==> src/rtl/fetch_sequencer.sv <==
// Instruction-fetch sequencer: owns the PC, runs the imem handshake, and issues one execute slot per instruction.
// Optional performance counters are enabled by defining FETCH_PERF_EN.
module fetch_sequencer #(
    parameter int                 ADDR_W   = 32,
    parameter logic [ADDR_W-1:0]  RESET_PC = '0
) (
    input  logic              i_clock,
    input  logic              i_reset,
    input  logic              i_start,
    input  logic              i_halt,
    input  logic              i_stall,
    input  logic              i_branch,
    input  logic              i_zero,
    input  logic [ADDR_W-1:0] i_branch_off,
    output logic              o_imem_req,
    output logic [ADDR_W-1:0] o_imem_addr,
    input  logic              i_imem_ready,
    input  logic [31:0]       i_imem_data,
    output logic [31:0]       o_ir,
    output logic              o_ir_valid,
    output logic              o_exec_slot,
`ifdef FETCH_PERF_EN
    output logic [31:0]       o_perf_fetch,
    output logic [31:0]       o_perf_taken,
`endif
    output logic [ADDR_W-1:0] o_pc
);

    typedef enum logic [1:0] {
        IDLE = 2'd0,
        REQ  = 2'd1,
        EXEC = 2'd2
    } state_t;

    state_t            r_state;
    state_t            w_state_next;
    logic [ADDR_W-1:0] r_pc;
    logic [31:0]       r_ir;
    logic              r_ir_valid;
    logic              w_load;
    logic              w_advance;
    logic              w_taken;
    logic [ADDR_W-1:0] w_pc_next;

    // Offset is a word count; the two bits shifted out of the top are dropped.
    assign w_taken   = i_branch & i_zero;
    assign w_pc_next = w_taken ? r_pc + ADDR_W'(4) + {i_branch_off[ADDR_W-3:0], 2'b00}
                               : r_pc + ADDR_W'(4);

    always_comb begin
        w_state_next = r_state;
        w_load       = 1'b0;
        w_advance    = 1'b0;
        o_imem_req   = 1'b0;
        o_exec_slot  = 1'b0;
        case (r_state)
            IDLE: begin
                if (i_start) w_state_next = REQ;
            end
            REQ: begin
                o_imem_req = 1'b1;
                if (i_imem_ready) begin
                    w_load       = 1'b1;
                    w_state_next = EXEC;
                end
            end
            EXEC: begin
                o_exec_slot = 1'b1;
                if (!i_stall) begin
                    w_advance    = 1'b1;
                    w_state_next = i_halt ? IDLE : REQ;
                end
            end
            default: w_state_next = IDLE;
        endcase
    end

    // NOTE: all state uses non-blocking assignments so every register samples pre-edge values.
    always_ff @(posedge i_clock) begin
        if (i_reset) begin
            r_state    <= IDLE;
            r_pc       <= RESET_PC;
            r_ir       <= '0;
            r_ir_valid <= 1'b0;
        end else begin
            r_state    <= w_state_next;
            r_ir_valid <= w_load;
            if (w_load)    r_ir <= i_imem_data;
            if (w_advance) r_pc <= w_pc_next;
        end
    end

`ifdef FETCH_PERF_EN
    logic [31:0] r_perf_fetch;
    logic [31:0] r_perf_taken;

    always_ff @(posedge i_clock) begin
        if (i_reset) begin
            r_perf_fetch <= '0;
            r_perf_taken <= '0;
        end else if (!i_stall) begin
            if (w_load)              r_perf_fetch <= r_perf_fetch + 32'd1;
            if (w_advance && w_taken) r_perf_taken <= r_perf_taken + 32'd1;
        end
    end

    assign o_perf_fetch = r_perf_fetch;
    assign o_perf_taken = r_perf_taken;
`endif

    // The request address is the PC itself, which cannot move outside EXEC.
    assign o_imem_addr = r_pc;
    assign o_pc        = r_pc;
    assign o_ir        = r_ir;
    assign o_ir_valid  = r_ir_valid;

endmodule

==> config.mk <==
export PLATFORM = sky130hd
export DESIGN_NAME = fetch_sequencer
export DESIGN_NICKNAME = d
export VERILOG_FILES = /design/src/rtl/fetch_sequencer.sv
export SDC_FILE = /design/constraint.sdc
export NUM_CORES = 1
export LEC_CHECK = 0
export ABC_AREA = 0
export CORE_ASPECT_RATIO = 0.7
export CORE_MARGIN = 8
export CORE_UTILIZATION = 51
export DETAILED_ROUTE_END_ITERATION = 16
export GPL_TIMING_DRIVEN = 0
export PLACE_DENSITY_LB_ADDON = 0.2
export SYNTH_ARGS = -nofsm -noshare
export SYNTH_HDL_FRONTEND = slang
export SYNTH_SLANG_ARGS = --single-unit
==> constraint.sdc <==
create_clock -name i_clock -period 11.75 [get_ports i_clock]
set_input_delay 2.35 -clock i_clock [delete_from_list [all_inputs] [get_ports i_clock]]
set_output_delay 2.35 -clock i_clock [all_outputs]
set_load 0.01 [all_outputs]
==> results of run 1 <==
## worst min-delay path, delay by kind of cell (launching register included)
family / cells / cell delay (ns)
AOI/OAI and AO/OA: 1 / 0.05
DFF: 1 / 0.30
and+or+nand+nor: 1 / 0.05
## report_power, final
part	internal (uW)	switching, uW	total (uW)	leakage, uW
clock	164	106	271	0.000149
combinational	59.9	60.8	121	0.00223
sequential	227	5.86	233	0.000526
total	451	173	624	0.00291
## cells in the mapped netlist (4+ instances only)
cell      number  area, um^2
o21bai_1       4       30.03
o221ai_1       4       35.03
nand4_1       12       75.07
a21o_1        14       105.1
nor3_1        17       85.08
or2_2          4       25.02
dfxtp_1       65        1301
inv_1         10       37.54
buf_4         34       255.2
and2_1         4       25.02
clkbuf_1      28       105.1
a311oi_1       5       43.79
o21ai_0       38       190.2
nand2b_1       6       37.54
nand2_1      110       412.9
a21oi_1       93       465.5
nor2b_1        5       31.28
ha_1          37       462.9
nand3_1       24       120.1
nor2_1        47       176.4
xnor2_1       27       236.5
a221oi_1       5       43.79
a31oi_1        5       31.28
a211oi_1      12       90.09
and3_1         6       37.54
xor2_1        23       201.4
## final timing paths
path | start | to | slack, ns | cells after the start
hold / removal | o_ir[8] | o_ir[8] | 0.45 | 2
setup reg to reg | o_imem_addr[2] | o_imem_addr[31] | 6.53 | 14
hold reg to reg | o_ir[8] | o_ir[8] | 0.45 | 2
setup / recovery | i_branch_off[12] | o_imem_addr[31] | 5.81 | 11
## routing by layer
metal / global-route usage / vias up / wire [um]
met5: 0 / - / 0
met4: 0.08915 / 0 / 514
met3: 0.08882 / 61 / 2004
met2: 0.4162 / 341 / 8340
met1: 0.3401 / 2803 / 7960
li1: - / 2806 / -
## layout make-up
type	instances	area (um^2)	area share
multi-input combinational	556	3423	0.4720
timing repair buffer	164	1642	0.2264
sequential	65	1301	0.1794
buffer	67	387.9	0.05349
clock buffer	9	225.2	0.03106
tap	128	160.2	0.02208
clock inverter	7	71.32	0.009834
inverter	11	41.29	0.005694
## cells in the final DEF (no fill, tap or decap), types with 27 or more instances in the layout
cell / Yosys / final
clkdlybuf4s50_1: 0 / 164
nand2_1: 110 / 110
a21oi_1: 93 / 93
dfxtp_1: 65 / 65
nor2_1: 47 / 47
o21ai_0: 38 / 38
ha_1: 37 / 37
buf_4: 34 / 34
clkbuf_1: 28 / 28
xnor2_1: 27 / 27
## cells by family (layout without fill, tap and decap cells)
| family | after synthesis | in the layout | synth area share |
|---|---|---|---|
| fa+ha+maj | 38 | 38 | 0.09392 |
| xor+xnor | 50 | 50 | 0.08516 |
| buf+inv | 78 | 258 | 0.08345 |
| flops | 65 | 65 | 0.2530 |
| mux | 3 | 3 | 0.006326 |
| simple gates | 255 | 255 | 0.2336 |
| compound gates | 206 | 206 | 0.2438 |
| other cells | 1 | 4 | 0.0007292 |
## sequential cells by signal, indices dropped and copies added, names as in the netlist
signal       count
o_ir            32
r_state          2
o_ir_valid       1
o_imem_addr     30
## stage by stage
| stage | setup slack, ns | hold slack [ns] | area (um^2) | util |
|---|---|---|---|---|
| 2_1_floorplan | 6.986 | 0.4805 | 5154 | - |
| 3_3_place_gp | 5.660 | 0.4407 | 6955 | 0.7127 |
| 3_5_place_dp | 5.727 | 0.4487 | 6955 | 0.7127 |
| 4_1_cts | 6.082 | 0.4543 | 7252 | 0.7431 |
| 5_1_grt | 5.838 | 0.4721 | 7252 | 0.7431 |
| 6_report | 5.813 | 0.4528 | 7252 | 0.7431 |
==> results.txt, run 1 <==
Initial core utilization -> 0.5269
Core area -> 0.009759 mm^2
Vias per cell -> 5.969
Worst Path Buf+Inv -> 2
Yosys warnings -> 0
H-Tree Depth -> 3
Final Hold Viols -> 0
Die width -> 136.0 um
Peak VDD IR -> 0.08312 mV
Final worst path period need -> 5.937 ns
Post-Syn Area -> 0.005142 mm^2
Clk_lat worst skew -> 0.34 ns
Wirelength per Cell -> 18.69 um
Initial DRC count -> 624
Vias post-DR -> 6011
Setup CP Type -> input pin to flop
Startpoint Class -> input pin
Total grt overflow -> 0
Dpl cells -> 991
Area growth from synthesis to layout -> 41.02%
Slew Viols, Final -> 0
Number of clock sinks -> 65
Max_cap viols -> 0
Synth unique cells -> 63
Row count -> 30
Vias in the first global route -> 5752
Measured slew at the worst slew-check pin -> 1.277 ns
CTS Buf Count -> 9
Max-slew headroom -> 0.1269
Mean post-synth cell area -> 7.389 um^2
Largest net degree at the start of global routing -> 13
Port bufs -> 164
Fraction of final layout cells sized beyond drive strength 1 -> 0.07622
Crit path cell chain -> clkdlybuf4s50_1 > ha_1 > clkbuf_1 > a211o_1 > and3_1 > a2111oi_0 > nand2_1 > o21ai_0 > nor2_1 > mux2_2 > a31oi_1
Final std cells w/o fill -> 1007
IO Count -> 171
Clock Path Buffers -> 2
Required @ worst endpoint -> 12.01 ns
Die area -> 0.01360 mm^2
Gr usage total -> 0.2677
Layout Skew -> 0.008146 ns
Initial antenna violation count -> 0
Synth async-reset ratio -> 0
Die Y -> 100.0 um
First-pass GRT wire length -> 29.26 mm
Outcome -> finished clean
Routed Antenna Nets -> 0
First-pass DRT Iterations -> 6
CP max FO -> 8
Routed wire length -> 18.82 mm
Gp weighted congestion -> 0.8796
Post-cts gate resize count -> 0
Postcts setup bufs -> 0
Fin nets -> 984
Setup TNS -> 0 ns
FILL cells -> 739
RSZ-0062 raised after global routing -> no
Sequential share of the synthesized area -> 0.2530
Post-CTS Hold Buffers -> 0
Clock Tree Root -> clkbuf_16
Tot Pwr -> 623.8 uW
Final worst-path cycle share -> 0.5053
Hold Path Class -> flop to flop
Seq cells post-synth -> 65
Antenna Cells -> 0
Cell Pwr Density -> 86.02 mW/mm^2
CTS tree -> yes
Critical path's slowest cell -> a2111oi_0
Fmax -> 168.4 MHz
DRC -> 0
Top delay family on crit path -> compound AO/OA/AOI/OAI gates
CP Data Arrival Time -> 6.20 ns
LEAKAGE -> 0.002911 uW
Synthesized instance count -> 696
Primary FF master, synth -> dfxtp_1
# setup viols final -> 0
Crit. End Element -> flop
Post-synth EDFFs -> 0
Final HPWL DP -> 14.88 mm
Clock-pin slew on the worst setup and hold paths -> 0.06 ns
CP max stage delay -> 1.01 ns
Note: power is estimated with default switching activity, not from simulation.
==> inputs of run 2 (changes only) <==
--- a/config.mk
+++ b/config.mk
@@ -8,7 +8,7 @@
 export ABC_AREA = 0
 export CORE_ASPECT_RATIO = 0.7
 export CORE_MARGIN = 8
-export CORE_UTILIZATION = 51
+export CORE_UTILIZATION = 47
 export DETAILED_ROUTE_END_ITERATION = 16
 export GPL_TIMING_DRIVEN = 0
 export PLACE_DENSITY_LB_ADDON = 0.2
==> constraint.sdc (replaced) <==
create_clock -name i_clock -period 5.81 [get_ports i_clock]
set_input_delay 1.162 -clock i_clock [delete_from_list [all_inputs] [get_ports i_clock]]
set_output_delay 1.162 -clock i_clock [all_outputs]
set_load 0.01 [all_outputs]
==> run 2 against run 1 <==
Net effect: setup slack got worse by 5.1 ns; largest power group unchanged; sequential share of layout area fell by 0.13 points; largest cell class unchanged; final area rose by 0.74%; register-to-register slack got worse by 5.8 ns; total power rose by 110%; critical endpoint is now o_imem_addr[23]; clock skew fell by 0.0040 ns; count of clock-buffer cells in the layout did not move; clock power rose by 120%; sequential cell count did not move.
==> results.txt, run 2 (synthesis gave the netlist of run 1 again) <==
Most frequent cells in the layout -> clkdlybuf4s50_1, nand2_1, a21oi_1, dfxtp_1, nor2_1 (unchanged)
Setup slack after layout -> 0.7494 ns (was 5.813 ns)
Flop pwr share -> 0.363 (was 0.373)
CP Data Arrival Time -> 5.26 ns (was 6.20 ns)
Cell Pwr Density -> 177.6 mW/mm^2 (was 86.02 mW/mm^2)
Final HPWL DP -> 15.20 mm (was 14.88 mm)
Gp weighted congestion -> 0.9393 (was 0.8796)
Max_cap viols -> 0 (unchanged)
CTS Buf Count -> 9 (unchanged)
CTS tree -> yes (unchanged)
LEAKAGE -> 0.002913 uW (was 0.002911 uW)
Commonest non-fill, non-tap cell in the layout -> clkdlybuf4s50_1 (unchanged)
CP max FO -> 8 (unchanged)
Final Hold Viols -> 0 (unchanged)
Routed wire length -> 19.05 mm (was 18.82 mm)
Peak VDD IR -> 0.1500 mV (was 0.08312 mV)
P_sw -> 342.6 uW (was 173.1 uW)
R2R depth -> 14 (unchanged)
FF-to-FF Start -> o_imem_addr[2] (unchanged)
Die width -> 141.0 um (was 136.0 um)
# setup viols final -> 0 (unchanged)
Hold slack -> 0.4554 ns (was 0.4528 ns)
Fmax -> 197.6 MHz
Die area -> 0.01460 mm^2 (was 0.01360 mm^2)
Vias per cell -> 5.728 (was 5.969)
Routed Antenna Nets -> 0 (unchanged)
Slew Viols, Final -> 0 (unchanged)
Layout Skew -> 0.004161 ns (was 0.008146 ns)
R2r endpoint -> o_imem_addr[23] (was o_imem_addr[31])
RSZ-0062 raised after global routing -> no (unchanged)
Row count -> 32 (was 30)
IO Count -> 171 (unchanged)
Hold Crit Endpoint -> o_ir[17] (was o_ir[8])
Comb power frac -> 0.187 (was 0.193)
Top delay family on crit path -> compound AO/OA/AOI/OAI gates (unchanged)
Vias in the first global route -> 5672 (was 5752)
Clk pwr share -> 0.451 (was 0.434)
Final worst path period need -> 5.061 ns
Pre-CTS setup slack -> 0.8679 ns (was 5.727 ns)
Critical path's slowest cell -> a2111oi_0 (unchanged)
Vias post-DR -> 5911 (was 6011)
Worst Path Buf+Inv -> 1 (was 2)
R2R Setup Slk -> 0.75 ns (was 6.53 ns)
Min-delay src -> o_ir[17] (was o_ir[8])
Largest net degree at the start of global routing -> 13 (unchanged)
Fin nets -> 984 (unchanged)
Post-cts gate resize count -> 0 (unchanged)
Crit. End Element -> flop (unchanged)
Core area -> 0.01085 mm^2 (was 0.009759 mm^2)
Antenna Cells -> 0 (unchanged)
Measured slew at the worst slew-check pin -> 0.9360 ns (was 1.277 ns)
Max FFs per register -> 32 (unchanged)
Final worst-path cycle share -> 0.8710
Number of clock sinks -> 65 (unchanged)
H-Tree Depth -> 3 (unchanged)
Sw Ratio -> 0.2641 (was 0.2775)
Setup CP Type -> flop to flop (was input pin to flop)
Worst hold path depth -> 2 (unchanged)
Initial antenna violation count -> 0 (unchanged)
Postcts setup bufs -> 0 (unchanged)
Max-slew headroom -> 0.3599 (was 0.1269)
Required @ worst endpoint -> 6.01 ns (was 12.01 ns)
CP max stage delay -> 0.75 ns (was 1.01 ns)
Clock Tree Root -> clkbuf_16 (unchanged)
Wirelength per Cell -> 18.46 um (was 18.69 um)
Int Pwr -> 954.9 uW (was 450.7 uW)
Outcome -> finished clean (unchanged)
Initial DRC count -> 592 (was 624)
Clock-pin slew on the worst setup and hold paths -> 0.06 ns (about the same)
Fraction of final layout cells sized beyond drive strength 1 -> 0.07622 (unchanged)
DRC -> 0 (unchanged)
Post-CTS Hold Buffers -> 0 (unchanged)
First-pass GRT wire length -> 30.07 mm (was 29.26 mm)
Die Y -> 103.5 um (was 100.0 um)
Crit path cell chain -> and2_1 > clkdlybuf4s50_2 > nand2_1 > nor2_1 > xor2_1 > ha_1 > or2_2 > and3_1 > a2111oi_0 > nand2_1 > o21ai_0 > xnor2_1 > a221oi_1 > nor2_1 (was clkdlybuf4s50_1 > ha_1 > clkbuf_1 > a211o_1 > and3_1 > a2111oi_0 > nand2_1 > o21ai_0 > nor2_1 > mux2_2 > a31oi_1)
First-pass DRT Iterations -> 6 (unchanged)
Port bufs -> 164 (unchanged)
Gr usage total -> 0.2523 (was 0.2677)
Hold Path Class -> flop to flop (unchanged)
Area growth from synthesis to layout -> 42.07% (was 41.02%)
Clk_lat worst skew -> 0.33 ns (was 0.34 ns)
Total grt overflow -> 0 (unchanged)
Initial core utilization -> 0.4739 (was 0.5269)
Setup TNS -> 0 ns (unchanged)
Clock Path Buffers -> 2 (unchanged)
Startpoint Class -> flop (was input pin)
[run 2: cell count changes in the layout (fill, tap and decap cells not counted)]
cell	delta
clkinv_4	-3
clkinvlp_4	+2
bufinv_16	+1
clkinv_2	-1
inv_6	+1
[run 2: through the flow]
step	util	std cells	area (um^2)	total power (uW)
after CTS	0.6733	1032	7306	1297
after global routing	0.6733	1032	7306	1342
after detailed placement	0.6439	1016	6987	718.3
after floorplan	-	699	5154	599.6
after global placement	0.6439	1016	6987	714.0
final	0.6733	1032	7306	1298
[run 2: worst max path at each step]
stage,slack [ns],depth (start not counted),endpoint,start
finish,0.75,14,o_imem_addr[23],o_imem_addr[2]
global route,0.42,14,o_imem_addr[23],o_imem_addr[2]
CTS,0.85,14,o_imem_addr[23],o_imem_addr[2]
detailed placement,0.87,14,o_imem_addr[31],o_imem_addr[2]
global placement,0.74,14,o_imem_addr[31],o_imem_addr[2]
floorplan,2.02,14,o_imem_addr[31],o_imem_addr[2]
[run 2: worst min-delay path: stages (launching register included)]
cell	delay [ns]
dfxtp_1	0.30
nand2_1	0.05
a21oi_1	0.05
[run 2: layer usage]
metal,up-vias,share of wire,global-route usage
met5,-,0,0
met4,0,0.015,0.06957
met3,29,0.081,0.05181
met2,284,0.46,0.4070
met1,2790,0.45,0.3336
li1,2808,-,-
[run 2: cell type report]
| cell class | count | area (um^2) |
|---|---|---|
| clock buffer | 9 | 225.2 |
| clock inverter | 7 | 93.84 |
| timing repair buffer | 164 | 1642 |
| fill | 956 | 3545 |
| multi-input combinational | 556 | 3423 |
| sequential | 65 | 1301 |
| buffer | 67 | 387.9 |
| inverter | 11 | 41.29 |
| tap | 153 | 191.4 |
[run 2: power by group through the flow]
stage | clock (uW) | sequential (uW) | combinational, uW
6_report | 585 | 470 | 243
5_1_grt | 608 | 472 | 263
4_1_cts | 586 | 470 | 241
3_5_place_dp | 0 | 480 | 239
3_3_place_gp | 0 | 479 | 235
2_1_floorplan | 0 | 483 | 116
==> patch (settings of run 2) <==
Re-encode `state_t` (3 states) as one-hot, 3 bits wide.
--- a/src/rtl/fetch_sequencer.sv
+++ b/src/rtl/fetch_sequencer.sv
@@ -26,10 +26,10 @@
     output logic [ADDR_W-1:0] o_pc
 );
 
-    typedef enum logic [1:0] {
-        IDLE = 2'd0,
-        REQ  = 2'd1,
-        EXEC = 2'd2
+    typedef enum logic [2:0] {
+        IDLE = 3'b001,
+        REQ  = 3'b010,
+        EXEC = 3'b100
     } state_t;
 
     state_t            r_state;
Behaviour: same outputs for any inputs over 10 cycles, from zero or initial values and one cycle with i_reset high; not proved beyond that.
==> patch against run 2 <==
Synthesized area up 4.2%. Utilization up 0.52 points. Cell count up 2.4%. Cell area up 2.6%. First-iteration DRC count up 1.5%. Power up 17%. Highest routed layer unchanged. Wire length up 11%. Sequential cell count up 1. Critical endpoint is now o_imem_addr[31]. Worst setup slack better by 660 ps.
==> patch: results (changes against run 2) <==
| Metric | Value |
|---|---|
| Worst-case clock skew | `17.0 ps (was 4.16 ps)` |
| Post-CTS setup-driven buffer insertion count | `0 (unchanged)` |
| Sequential share of the synthesized area | `24.7% (was 25.3%)` |
| Startpoint of the most critical setup path | `o_imem_addr[4] (was o_imem_addr[2])` |
| Vias in the first global route | `5820 (was 5672)` |
| Via count | `6197 (was 5911)` |
| Largest cells by area after synthesis | `dfxtp_1 25%, ha_1 8.6%, nand2_1 8.6%, a21oi_1 7.5%, xnor2_1 5.9% (was dfxtp_1 25%, a21oi_1 9.1%, ha_1 9.0%, nand2_1 8.0%, buf_4 5.0%)` |
| Launch instance of the worst register-to-register path | `o_imem_addr[4] (was o_imem_addr[2])` |
| Total Routed Length | `21200 um (was 19000 um)` |
| Placement-stage worst setup slack | `1470 ps (was 868 ps)` |
| Number of different library cells in the post-synthesis netlist | `68 (was 63)` |
| Result of the run | `finished clean (unchanged)` |
| Worst Setup EP | `o_imem_addr[31] (was o_imem_addr[23])` |
| Relative slew margins | `38.1% (was 36.0%)` |
| Depth of the most critical reg-to-reg path | `16 (was 14)` |
| Port Buffer Count | `164 (unchanged)` |
| Net count, final | `1009 (was 984)` |
| Antenna violations before repair | `0 (unchanged)` |
| Max VDD drop | `0.157 mV (was 0.150 mV)` |
| Critical Path AT | `4610 ps (was 5260 ps)` |
| Largest net degree at the start of global routing | `12 (was 13)` |
| Worst R2R Setup Slack | `1410 ps (was 750 ps)` |
| Number of instances resized during post-cts repair | `0 (unchanged)` |
| Fraction of layout cells with a size suffix above 1 | `8.41% (was 7.62%)` |
| Routability Congestion | `0.954 (was 0.939)` |
| Iteration count of the initial detailed-routing pass | `5 (was 6)` |
| Largest driver fanout on the critical path | `9 (was 8)` |
| Detailed router's first-iteration violation count | `601 (was 592)` |
| Final worst path period share | `75.8% (was 87.1%)` |
| Static leakage | `2.90 nW (was 2.91 nW)` |
| Post-synth EDFFs | `0 (unchanged)` |
| Largest buffer count on any clock path | `2 (unchanged)` |
| Clk_lat worst skew | `350 ps (was 330 ps)` |
| Final HPWL DP | `16700 um (was 15200 um)` |
| Most common library cells after synthesis | `123 x nand2_1, 80 x a21oi_1, 66 x dfxtp_1, 62 x nor2_1, 37 x ha_1 (was 110 x nand2_1, 93 x a21oi_1, 65 x dfxtp_1, 47 x nor2_1, 38 x o21ai_0)` |
| Wire length of the first global-routing pass | `31700 um (was 30100 um)` |
| GRT Total Usage | `26.7% (was 25.2%)` |
## patch: cell types whose count changed after synthesis, moves of 6 or more
| cell | before | now |
|---|---|---|
| nor2_1 | 47 | 62 |
| a21o_1 | 14 | 6 |
| xor2_1 | 23 | 14 |
| xnor2_1 | 27 | 36 |
| inv_1 | 10 | 17 |
| a21oi_1 | 93 | 80 |
| nand2_1 | 110 | 123 |
| nand3_1 | 24 | 17 |
| o21ai_0 | 38 | 32 |
## patch: per-layer routing
metal	wire length (um)	part of all wire (%)	global-route usage [%]
met1	9200	43	36.6
met2	8840	42	39.7
met3	2790	13	7.93
met4	343	1.6	7.03
met5	0	0	0
## patch: worst min-delay path by stage
stage	from	to	slack, ps
global placement	o_ir[8]	o_ir[8]	440
global route	o_ir[10]	o_ir[10]	470
CTS	o_ir[28]	o_ir[28]	450
detailed placement	o_ir[10]	o_ir[10]	450
finish	o_ir[28]	o_ir[28]	450
floorplan	o_ir[0]	o_ir[0]	480
## patch: kinds of logic after synthesis
group                      Yosys count  share of synthesized area (%)
AOI/OAI and AO/OA                  194                           22.8
muxes                                4                          0.747
and+or+nand+nor                    279                           25.3
xor gates and xnor gates            50                           8.17
DFF                                 66                           24.7
buffers and inverters               89                           9.18
other                                1                         0.0700
adders and majority gates           38                           9.01
## patch: cell type report
cell class	count	area, um2
inverter	17	63.8
clock buffer	11	243
sequential	66	1320
fill	922	3550
tap	153	191
multi-input combinational	569	3560
buffer	72	428
clock inverter	5	53.8
timing repair buffer	164	1640
## patch: where the power goes
group | switching [mW] | internal (mW)
sequential | 0.0280 | 0.482
clock | 0.218 | 0.343
combinational | 0.235 | 0.206
total | 0.481 | 1.03
## patch: critical path, stage by stage, from the launching register on
cell	delay, ps
dfxtp_1	540
and4_4	350
and4_1	200
buf_4	150
nand3_1	130
nor2_1	260
nand2_1	120
xnor2_1	280
ha_1	390
a21oi_2	230
o21ai_2	100
a221o_1	370
a221o_1	400
a221oi_4	290
mux2i_1	220
and3_1	200
nor3_2	50
## patch: metrics by stage
step                      hold slack (ps)  cell area (um2)  instances
final                                 450             7500       1057
after global routing                  467             7500       1057
after CTS                             454             7500       1057
after detailed placement              448             7200       1041
after global placement                441             7200       1041
after floorplan                       481             5370        724
